**config.mk**
```make
export PLATFORM = sky130hd
export DESIGN_NAME = stepper_cmd_queue
export DESIGN_NICKNAME = d
export VERILOG_FILES = /design/src/rtl/stepper_cmd_queue.sv
export SDC_FILE = /design/constraint.sdc
export NUM_CORES = 1
export LEC_CHECK = 0
export BUFFER_PORTS_ARGS = -buffer_cell sky130_fd_sc_hd__buf_2
export CAP_MARGIN = 20
export CORE_ASPECT_RATIO = 1.1
export CORE_MARGIN = 5
export CORE_UTILIZATION = 45
export DETAILED_ROUTE_END_ITERATION = 7
export GPL_TIMING_DRIVEN = 1
export PLACE_DENSITY = 0.61
export SKIP_CTS_REPAIR_TIMING = 1
export SYNTH_ARGS = -nofsm -noshare
export SYNTH_HDL_FRONTEND = slang
export SYNTH_SLANG_ARGS = --single-unit
```
**constraint.sdc**
```tcl
create_clock -name clock -period 6.53 [get_ports clock]
set_input_delay 0.9795 -clock clock [delete_from_list [all_inputs] [get_ports clock]]
set_output_delay 0.9795 -clock clock [all_outputs]
set_load 0.02 [all_outputs]
```
**src/rtl/stepper_cmd_queue.sv**
```systemverilog
`default_nettype none
// +----------------------------------------------------------------------+
// | stepper_cmd_queue : store-mapped move-command FIFO + step/dir pulser |
// | rev 1.0                                                              |
// +----------------------------------------------------------------------+
module stepper_cmd_queue #(
  parameter logic [11:0] BASE_ADDR      = 12'hF00,
  parameter int          FIFO_DEPTH     = 4,
  parameter int          PULSE_WIDTH    = 2,
  parameter logic [15:0] DEFAULT_PERIOD = 16'd1000
) (
  input  logic        clock,
  input  logic        reset,
  input  logic        wren,
  input  logic [31:0] address_dmem,
  input  logic [31:0] data,
  output logic        step,
  output logic        dir,
  output logic        busy,
  output logic        done,
  output logic [31:0] status
);

  localparam int          AW         = (FIFO_DEPTH > 1) ? $clog2(FIFO_DEPTH) : 1;
  localparam int          CW         = AW + 1;
  localparam logic [16:0] PW17       = 17'(PULSE_WIDTH);
  localparam logic [16:0] PW_M1      = 17'(PULSE_WIDTH - 1);
  localparam logic [16:0] MIN_P      = 17'(2 * PULSE_WIDTH);
  localparam logic [11:0] ADDR_CMD   = BASE_ADDR;
  localparam logic [11:0] ADDR_PER   = BASE_ADDR + 12'd1;
  localparam logic [11:0] ADDR_CTRL  = BASE_ADDR + 12'd2;

  localparam logic [1:0] S_IDLE = 2'd0;
  localparam logic [1:0] S_LOAD = 2'd1;
  localparam logic [1:0] S_HIGH = 2'd2;
  localparam logic [1:0] S_LOW  = 2'd3;

  logic [1:0]    state_q, state_d;
  logic [16:0]   mem_q [FIFO_DEPTH];
  logic [16:0]   mem_d [FIFO_DEPTH];
  logic [AW-1:0] wr_ptr_q, wr_ptr_d, rd_ptr_q, rd_ptr_d;
  logic [CW-1:0] count_q, count_d;
  logic          overflow_q, overflow_d;
  logic [15:0]   period_q, period_d;
  logic [16:0]   cmd_q, cmd_d;
  logic [15:0]   remaining_q, remaining_d;
  logic [16:0]   p_q, p_d;
  logic [16:0]   cnt_q, cnt_d;
  logic          fin_q, fin_d;
  logic          step_q, step_d, dir_q, dir_d, done_q, done_d, busy_q, busy_d;
  logic [31:0]   status_q, status_d;

  logic          sel_cmd, sel_per, sel_ctrl, abort, clr_ovf;
  logic          full, empty, push, pop;
  logic [16:0]   p_eff;
  logic          unused_bits;

  assign unused_bits = ^{address_dmem[31:12], data[30:16]};

  // Bus decode and FIFO / register bookkeeping
  always_comb begin
    sel_cmd  = wren && (address_dmem[11:0] == ADDR_CMD);
    sel_per  = wren && (address_dmem[11:0] == ADDR_PER);
    sel_ctrl = wren && (address_dmem[11:0] == ADDR_CTRL);
    abort    = sel_ctrl && data[0];
    clr_ovf  = sel_ctrl && data[1];
    full     = (count_q == CW'(FIFO_DEPTH));
    empty    = (count_q == '0);
    push     = sel_cmd && !full && !abort;
    pop      = (state_q == S_IDLE) && !empty && !abort;
    p_eff    = ({1'b0, period_q} > MIN_P) ? {1'b0, period_q} : MIN_P;

    mem_d    = mem_q;
    wr_ptr_d = wr_ptr_q;
    rd_ptr_d = rd_ptr_q;
    count_d  = count_q;
    if (push) begin
      mem_d[wr_ptr_q] = {data[31], data[15:0]};
      wr_ptr_d        = wr_ptr_q + AW'(1);
    end
    if (pop) rd_ptr_d = rd_ptr_q + AW'(1);
    case ({push, pop})
      2'b10:   count_d = count_q + CW'(1);
      2'b01:   count_d = count_q - CW'(1);
      default: count_d = count_q;
    endcase
    if (abort) begin
      wr_ptr_d = '0;
      rd_ptr_d = '0;
      count_d  = '0;
    end

    overflow_d = overflow_q;
    if (clr_ovf) overflow_d = 1'b0;
    if (sel_cmd && full && !abort) overflow_d = 1'b1;
    period_d = sel_per ? data[15:0] : period_q;
  end

  // Next-state logic
  always_comb begin
    state_d     = state_q;
    cnt_d       = cnt_q;
    remaining_d = remaining_q;
    p_d         = p_q;
    cmd_d       = cmd_q;
    fin_d       = 1'b0;
    case (state_q)
      S_IDLE: begin
        if (pop) begin
          cmd_d   = mem_q[rd_ptr_q];
          state_d = S_LOAD;
        end
      end
      S_LOAD: begin
        remaining_d = cmd_q[15:0];
        p_d         = p_eff;
        cnt_d       = '0;
        state_d     = (cmd_q[15:0] == 16'd0) ? S_IDLE : S_HIGH;
      end
      S_HIGH: begin
        if (cnt_q == PW_M1) begin
          cnt_d   = '0;
          state_d = S_LOW;
        end else begin
          cnt_d = cnt_q + 17'd1;
        end
      end
      default: begin
        if (cnt_q == p_q - PW17 - 17'd1) begin
          cnt_d       = '0;
          remaining_d = remaining_q - 16'd1;
          if (remaining_q == 16'd1) begin
            state_d = S_IDLE;
            fin_d   = 1'b1;
          end else begin
            state_d = S_HIGH;
          end
        end else begin
          cnt_d = cnt_q + 17'd1;
        end
      end
    endcase
    if (abort) begin
      state_d = S_IDLE;
      cnt_d   = '0;
      fin_d   = 1'b0;
    end
  end

  // Outputs trail the state by one edge; done for a real move therefore waits
  // for fin_q so it lands after the final low interval has elapsed on the pin.
  always_comb begin
    step_d   = (state_q == S_HIGH) && !abort;
    dir_d    = ((state_q == S_LOAD) && !abort) ? cmd_q[16] : dir_q;
    done_d   = !abort && (fin_q || ((state_q == S_LOAD) && (cmd_q[15:0] == 16'd0)));
    busy_d   = (state_q != S_IDLE) || !empty;
    status_d = {16'b0, 8'(count_q), 4'b0, overflow_q, full, empty, busy_d};
  end

  always_ff @(posedge clock) begin
    if (reset) begin
      state_q     <= S_IDLE;
      wr_ptr_q    <= '0;
      rd_ptr_q    <= '0;
      count_q     <= '0;
      overflow_q  <= 1'b0;
      period_q    <= DEFAULT_PERIOD;
      cmd_q       <= '0;
      remaining_q <= '0;
      p_q         <= MIN_P;
      cnt_q       <= '0;
      fin_q       <= 1'b0;
      step_q      <= 1'b0;
      dir_q       <= 1'b0;
      done_q      <= 1'b0;
      busy_q      <= 1'b0;
      status_q    <= 32'h0000_0002;
    end else begin
      state_q     <= state_d;
      wr_ptr_q    <= wr_ptr_d;
      rd_ptr_q    <= rd_ptr_d;
      count_q     <= count_d;
      overflow_q  <= overflow_d;
      period_q    <= period_d;
      cmd_q       <= cmd_d;
      remaining_q <= remaining_d;
      p_q         <= p_d;
      cnt_q       <= cnt_d;
      fin_q       <= fin_d;
      step_q      <= step_d;
      dir_q       <= dir_d;
      done_q      <= done_d;
      busy_q      <= busy_d;
      status_q    <= status_d;
    end
  end

  always_ff @(posedge clock) begin
    mem_q <= mem_d;
  end

  assign step   = step_q;
  assign dir    = dir_q;
  assign busy   = busy_q;
  assign done   = done_q;
  assign status = status_q;

endmodule
`default_nettype wire

```
Word level (Yosys, flattened, before mapping). Index checks and enable logic that the tools add are counted. W data, S select, Z words.

Latch bits: 0. Memories: 0. Logic and storage cells: 107. Bits in writable memories: 0. ROM bits: 0. Bits of input ports: 67. Output and inout bits: 36. Register bits after elaboration: 198.

Add/sub/neg operators: 8. $mul: 0. Shift operators: 0. Eq/ne operators: 13. Magnitude comparators: 4. Div/mod/pow operators: 0. Reduce and logical (&&, ||, !) cells: 35. Bitwise logic cells: 4. Multiplexer cells: 22.

Operators with widths (number): $mux W17 (5); $bwmux W68 (1); $pmux W17 S3 (1); $eq A12 B12 Y1 const B (3); $bmux W17 S2 (1); $demux W17 S2 (1); $mux W16 (2); $pmux W16 S2 (1); $add A17 B1 Y17 const B (1); $eq A17 B1 Y1 const B (1); $eq A17 B17 Y1 (1); $sub A17 B1 Y17 const B (1); $sub A17 B2 Y17 const B (1); $eq A16 B1 Y1 const B (1); $gt A16 B3 Y1 const B (1); $logic_and A1 B1 Y1 (16); $logic_not A16 Y1 (1); $sub A16 B1 Y16 const B (1); $mux W2 (5); $reduce_bool A2 Y1 (4); $ge A3 B3 Y1 const B (2); $not A2 Y3 (2); $pmux W2 S3 (1); $pmux W3 S2 (1); 19 further kinds (31).

Longest topological paths before layout. Gate-level depths: netlist of run 1.

Depth in word-level cells: 7. Mapped depth: 13. Depth with buffers taken out: 12.

Worst setup path before layout of run 1. OpenSTA, ideal clock, no wires.

Path kind: input -> register. From: input address_dmem[3]. To: register count_q[1]. Data required time: 6.465 ns. Cell stages on the path: 12. Path slack: 2.470 ns. Library setup time: 0.065 ns. Arrival: 3.995 ns. Buffers on the path: 1. Cell sequence: or4b_2 -> nor4_1 -> nand3_1 -> nand3_1 -> inv_1 -> clkbuf_1 -> ha_1 -> inv_1 -> fa_1 -> nor2_1 -> a21oi_1 -> nor2_1.

Word-level cells in the longest chain between the ends: 7. Elaborated cells between the ends (all ways): 14. Classes of those cells: eq/ne (4); mux (1); reduce/logical (9).

Ends and longest elaborated chain: from (decl) (RTL line 15) `input logic [31:0] address_dmem,`; $eq A12 B12 Y1 * (RTL line 64) `sel_ctrl = wren && (address_dmem[11:0] == ADDR_CTRL);`; $logic_and A1 B1 Y1 * (RTL line 64); $logic_and A1 B1 Y1 * (RTL line 65) `abort = sel_ctrl && data[0];`; $logic_not A1 Y1 * (RTL line 70) `pop = (state_q == S_IDLE) && !empty && !abort;`; $logic_and A1 B1 Y1 * (RTL line 70); net pop (RTL line 54) `logic full, empty, push, pop;`; $eq A2 B1 Y1 or $eq A2 B2 Y1 (tied branches) (RTL line 82) `case ({push, pop})`; $pmux W3 S2 or $reduce_bool A2 Y1 (tied branches); to (signal assigned) (RTL line 182) `count_q <= count_d;`; to (decl) (RTL line 42) `logic [CW-1:0] count_q, count_d;`.

The timed path passes the listed nets; every way through them passes the cells marked *. A chain may end at the register's enable or synchronous reset.

Worst setup path in the final report of run 1.
From: input address_dmem[3]. To: register count_q[2].

Word-level cells in the longest chain between the ends: 7. Elaborated cells between the ends (all ways): 14. Classes of those cells: eq/ne (4); mux (1); reduce/logical (9).

Ends and longest elaborated chain (RTL line): $eq A12 B12 Y1 (64); $logic_and A1 B1 Y1 (64); $logic_and A1 B1 Y1 (65); $logic_not A1 Y1 (69, 70); $logic_and A1 B1 Y1, on equally long branches (70, 69); $eq A2 B1 Y1 or $eq A2 B2 Y1 (tied branches) (82); $pmux W3 S2 or $reduce_bool A2 Y1 (tied branches).

Parallel ways exist; a longest one is shown, timed or not.

==> results.py, run 1 <==
metrics = {
    "die": {
        "die_h_um": 149,
        "core_um2": 17500,
        "io_pins": 103,
        "die_area_um2": 20400,
        "row_count": 51,
        "die-width_um": 137,
        "start_util_pct": 45.3,
    },
    "global_route": {
        "grt_max_degree": 75,
        "overflow": 0,
        "grt_pass1_vias": 5537,
        "grtUsageTotal_pct": 18.2,
        "antenna_found_initial": 0,
        "grt_first_pass_wirelength_um": 28900,
    },
    "routing": {
        "drt_wl_total_um": 17900,
        "vias": 5672,
        "wl_per_cell_um": 17.2,
        "ant_nets": 0,
        "drt_iter0_markers": 336,
        "drc": 0,
        "vias_per_cell": 5.46,
        "firstDrtPassIters": 5,
    },
    "timing": {
        "fmax_mhz": 227,
        "tns_ns": 0,
        "setup_ws_ns": 2.12,
        "rsz0062_at_grt": "false",
        "setup_viol": 0,
        "hold_viol": 0,
        "drv_slew": 0,
        "fin_skew_ns": 0.00859,
        "finalCriticalPeriod_ns": 4.41,
        "period_share_pct": 67.5,
        "slew_headroom_pct": 30.3,
        "worst_pin_slew_ns": 1.04,
    },
    "clocking": {
        "cts_buffers": 17,
        "cts_root_buf": "clkbuf_16",
        "tritoncts": "built",
        "h-tree-depth": 4,
        "cts_buffer_depth": 2,
        "path_clk_slew_ns": 0.07,
        "clock_latency_ns": 0.43,
        "cts.sinks": 171,
    },
    "power": {
        "powerDensity_nw_per_um2": 275,
        "p_int_mw": 1.79,
        "switchingPower_uw": 637,
        "switching_share_pct": 26.3,
        "comb_power_share_pct": 10.1,
        "p_clk_share_pct": 42.6,
        "ir_worst_vdd_mv": 0.236,
        "power_frac_seq_pct": 47.3,
        "p_leak_nw": 3.18,
    },
    "job": {
        "max-cap-violations": 0,
    },
    "setup_path": {
        "crit_buf_inv": 4,
        "critPathLaunchType": "input port",
        "worstPathRequired_ns": 6.82,
        "path_cells": "buf_2 > or4b_2 > nor4_1 > buf_4 > nand3_1 > nand3_1 > inv_1 > ha_1 > inv_1 > fa_1 > xor2_1 > nor2_1 > xnor2_1 > nor2_1",
        "critical-path-top-delay-family": "simple AND/OR/NAND/NOR gates",
        "crit_type": "in -> reg",
        "critPathMaxStageDelay_ns": 0.68,
        "cp.arrival_ns": 4.70,
        "critical_path.startpoint": "address_dmem[3]",
        "critPathMaxFanout": 20,
        "r2r_start": "p_q[0]",
        "crit_slowest_cell": "or4b_2",
        "endpoint_kind": "register",
    },
    "finish": {
        "filler_cell_count": 1582,
        "insertedDiodeCount": 0,
        "regArea_um2": 4100,
        "layout-drive-gt1-share_pct": 13.9,
        "finalNetCount": 870,
        "syn2layout_area_growth_pct": 11.0,
        "multi_input_area_um2": 3460,
    },
    "placement": {
        "portBuffers": 42,
        "place_ws_ns": 1.68,
        "dpl.hpwl_um": 12500,
        "place_congestion": 0.857,
    },
    "synthesis": {
        "synth_top_area_share_pct": 25.9,
        "netlist_instances": 768,
        "yosys_warnings": 0,
        "synth-edff-count": 68,
        "seq_area_frac_synth_pct": 51.6,
        "synthFlopType": "dfxtp_1",
        "synthTopCellsByArea": "dfxtp_1, edfxtp_1, mux4_2, nor2_1, mux2i_1",
        "yosysMostFrequentCell": "dfxtp_1",
        "ys_types": 65,
        "netlist_area_um2": 7950,
        "ys_ff_latch": 171,
        "async_flop_share_pct": 0,
        "synth_top_area_cell": "dfxtp_1",
        "avgSynthCellArea_um2": 10.4,
        "synth_common_cells": "dfxtp_1, nor2_1, nand2_1",
    },
    "worst_hold_path": {
        "min-delay-start": "fin_q",
        "hold_class": "reg -> reg",
    },
    "run_status": {
        "status": "complete, no violations",
    },
}
-- final timing paths --
kind | to | slack [ns] | cells after the start
worst max-delay path | count_q[2] | 2.12 | 14
worst min-delay path | done | 0.44 | 1
worst max register to register | cnt_q[4] | 2.27 | 9
worst min register to register | done | 0.44 | 1
-- metrics by stage --
step	power [mW]	area, µm²	hold WS (ns)	std cells	util (%)
after floorplan	1.36	8040	0.418	792	-
after global placement	1.41	8210	0.431	1006	46.8
after detailed placement	1.41	8230	0.435	1007	46.9
after CTS	2.44	8830	0.450	1039	50.3
after global routing	2.52	8830	0.462	1039	50.3
final	2.43	8830	0.445	1039	50.3
-- kinds of logic after synthesis --
family          Yosys count  share of synthesized area [%]
other cells               1                         0.0472
buf+inv                  96                           5.93
fa+ha+maj                15                           2.46
simple gates            286                           17.5
compound gates          108                           8.99
xor+xnor                 44                           4.85
flops                   171                           51.6
mux                      47                           8.61
-- cell usage in the layout, fill, tap and decap left out, types with 6 or more instances in the layout --
cell       Yosys  routed
o21ai_0       12      12
mux4_2        17      17
nor4_1        11      11
a221oi_1       7       7
dfxtp_1      103     103
nor2_1        83      83
buf_2          2      42
nand2b_1       7       7
nand3b_1       7       7
and3_1        12      12
nand3_1       28      28
inv_1         24      24
nand2_1       76      76
inv_6          0       6
mux2i_1       29      29
nor3_1        19      19
a211o_1        8       8
clkbuf_16      0      17
ha_1          14      14
nand4_1       10      10
conb_1         1      25
xnor2_1       18      18
a21oi_1       42      42
buf_4         27       6
xor2_1        26      26
a22oi_1        9       9
edfxtp_1      68      68
-- layer usage --
layer	vias to the layer above	track usage, %	wire (µm)
met3	19	3.85	859
met1	2778	23.6	7940
li1	2727	-	-
met5	-	0	0
met4	0	5.95	304
met2	148	30.4	8800
-- sequential cells by signal, summed over array words and instances (netlist names), 2 cells and up --
name         count
cmd_q           17
cnt_q           17
remaining_q     16
period_q        16
rd_ptr_q         2
wr_ptr_q         2
count_q          3
mem_q           68
p_q             16
state_q          2
status           7
-- power by group through the flow --
stage / clock network, mW / logic [mW] / registers (mW)
floorplan: 0 / 0.208 / 1.16
finish: 1.03 / 0.246 / 1.15
detailed placement: 0 / 0.244 / 1.17
CTS: 1.05 / 0.245 / 1.15
global placement: 0 / 0.238 / 1.17
global route: 1.10 / 0.273 / 1.15
-- layout make-up --
cell class                      instances  share of cell area (%)
Inverter                               24                    1.02
Sequential cell                       171                    46.5
Timing Repair Buffer                   49                    3.06
Tap cell                              238                    3.37
Clock inverter                         14                    1.96
Clock buffer                           18                    4.86
Multi-Input combinational cell        525                    39.2
No activity file was read; power rests on OpenSTA's default activity.
==> run 2: changes to the inputs <==
Settings changed: PLACE_DENSITY 0.61 to 0.63.
Clock period 6.53 ns to 3.7 ns, I/O delays scaled along.
==> results.py, run 2 (synthesis results as in run 1) <==
metrics = {
    "global_route": {
        "grt_max_degree": 44,
        "grt_first_pass_wirelength_um": 28600,
        "grtUsageTotal_pct": 17.9,
        "overflow": 0,
        "antenna_found_initial": 0,
        "grt_pass1_vias": 5444,
    },
    "routing": {
        "firstDrtPassIters": 5,
        "drc": 0,
        "ant_nets": 0,
        "vias": 5729,
        "drt_wl_total_um": 17700,
        "wl_per_cell_um": 16.8,
        "vias_per_cell": 5.44,
        "drt_iter0_markers": 484,
    },
    "power": {
        "powerDensity_nw_per_um2": 474,
        "comb_power_share_pct": 10.5,
        "switching_share_pct": 27.1,
        "switchingPower_mw": 1.15,
        "p_clk_share_pct": 41.7,
        "p_int_mw": 3.09,
        "p_leak_nw": 3.25,
        "ir_worst_vdd_mv": 0.435,
        "power_frac_seq_pct": 47.7,
        "p_total_mw": 4.24,
    },
    "clocking": {
        "cts_buffers": 17,
        "tritoncts": "built",
        "cts_buffer_depth": 2,
        "h-tree-depth": 4,
        "clock_latency_ns": 0.43,
        "cts.sinks": 171,
        "cts_root_buf": "clkbuf_16",
        "path_clk_slew_ns": 0.07,
    },
    "setup_path": {
        "r2r_start": "p_q[1]",
        "critical_path.startpoint": "p_q[1]",
        "crit_cells": 9,
        "reg2reg_depth": 9,
        "cp.arrival_ns": 3.59,
        "worstPathRequired_ns": 4.03,
        "rrSetupSlack_ns": 0.43,
        "critical-path-top-delay-family": "simple AND/OR/NAND/NOR gates",
        "r2r-end": "remaining_q[15]",
        "crit_buf_inv": 0,
        "critPathLaunchType": "register",
        "path_cells": "ha_1 > or4_4 > or3_4 > o31ai_1 > nand4_1 > nor4_4 > nand2_2 > or4_1 > and3_1",
        "critPathMaxStageDelay_ns": 0.51,
        "cp-endpoint": "remaining_q[15]",
        "critPathMaxFanout": 8,
        "endpoint_kind": "register",
        "crit_type": "reg -> reg",
        "crit_slowest_cell": "or4_1",
    },
    "placement": {
        "dpl.hpwl_um": 12600,
        "place_congestion": 0.901,
        "place_ws_ns": 0.120,
        "dp_cells": 1021,
        "portBuffers": 42,
        "place_area_um2": 8320,
    },
    "finish": {
        "finalNetCount": 884,
        "utilization_pct": 50.9,
        "final_cell_mix": "dfxtp_1, nor2_1, nand2_1",
        "final_cells": 1053,
        "insertedDiodeCount": 0,
        "stdcell_area_um2": 8930,
        "layout_commonest_cell": "dfxtp_1",
        "largest_register_ffs": 68,
        "top_regs": "mem_q: 68 flops, cmd_q: 17 flops, cnt_q: 17 flops",
        "layout-drive-gt1-share_pct": 15.6,
        "largest-register": "mem_q",
        "syn2layout_area_growth_pct": 12.3,
    },
    "worst_hold_path": {
        "hold_class": "in -> reg",
    },
    "timing": {
        "rsz0062_at_grt": "false",
        "slew_headroom_pct": 31.4,
        "worst_pin_slew_ns": 1.02,
        "hold_viol": 0,
        "setup_ws_ns": 0.432,
        "period_share_pct": 88.3,
        "hold_ws_ns": 0.343,
        "setup_viol": 0,
        "fmax_mhz": 306,
        "tns_ns": 0,
        "drv_slew": 0,
        "finalCriticalPeriod_ns": 3.27,
        "fin_skew_ns": 0.00965,
    },
    "die": {
        "die_h_um": 149,
        "row_count": 51,
        "core_um2": 17500,
        "io_pins": 103,
        "die_area_um2": 20400,
        "die-width_um": 137,
        "start_util_pct": 45.3,
    },
    "run_status": {
        "status": "complete, no violations",
    },
    "job": {
        "max-cap-violations": 0,
    },
}
[run 2: changes by cell type in the layout (fill, tap and decap cells not counted)]
cell	delta
o21ai_2	+1
clkbuf_1	-1
clkinv_8	+3
clkbuf_8	+2
clkinvlp_4	-1
o21ai_1	-1
buf_4	+15
inv_6	-2
buf_8	-1
clkinv_4	+2
bufinv_16	-2
clkinv_2	-1
[run 2: power groups by stage]
| stage | Clock, mW | Combinational, mW | Sequential [mW] |
|---|---|---|---|
| floorplan | 0 | 0.368 | 2.04 |
| global placement | 0 | 0.434 | 2.06 |
| detailed placement | 0 | 0.442 | 2.06 |
| CTS | 1.79 | 0.445 | 2.02 |
| global route | 1.88 | 0.494 | 2.03 |
| finish | 1.77 | 0.447 | 2.02 |
[run 2: metal layers]
metal	global-route usage, %	part of all wire [%]
met3	3.14	3.9
met1	24.3	46
met4	4.99	1.4
met2	29.5	49
met5	0	0
[run 2: cell type report]
type | count | area (µm²)
clock buffers | 19 | 453
clock inverters | 13 | 149
fillers | 1577 | 8620
inverters | 24 | 90.1
multi-input cells | 525 | 3470
flip-flops and latches | 171 | 4100
well taps | 238 | 298
repair buffers | 63 | 368
[run 2: how the worst min path moves through the flow]
stage	startpoint	endpoint	cells past startpoint
2_1_floorplan	fin_q	done	1
3_3_place_gp	fin_q	done	1
3_5_place_dp	fin_q	done	1
4_1_cts	data[31]	mem_q[33]	1
5_1_grt	data[31]	mem_q[50]	1
6_report	data[31]	mem_q[16]	1
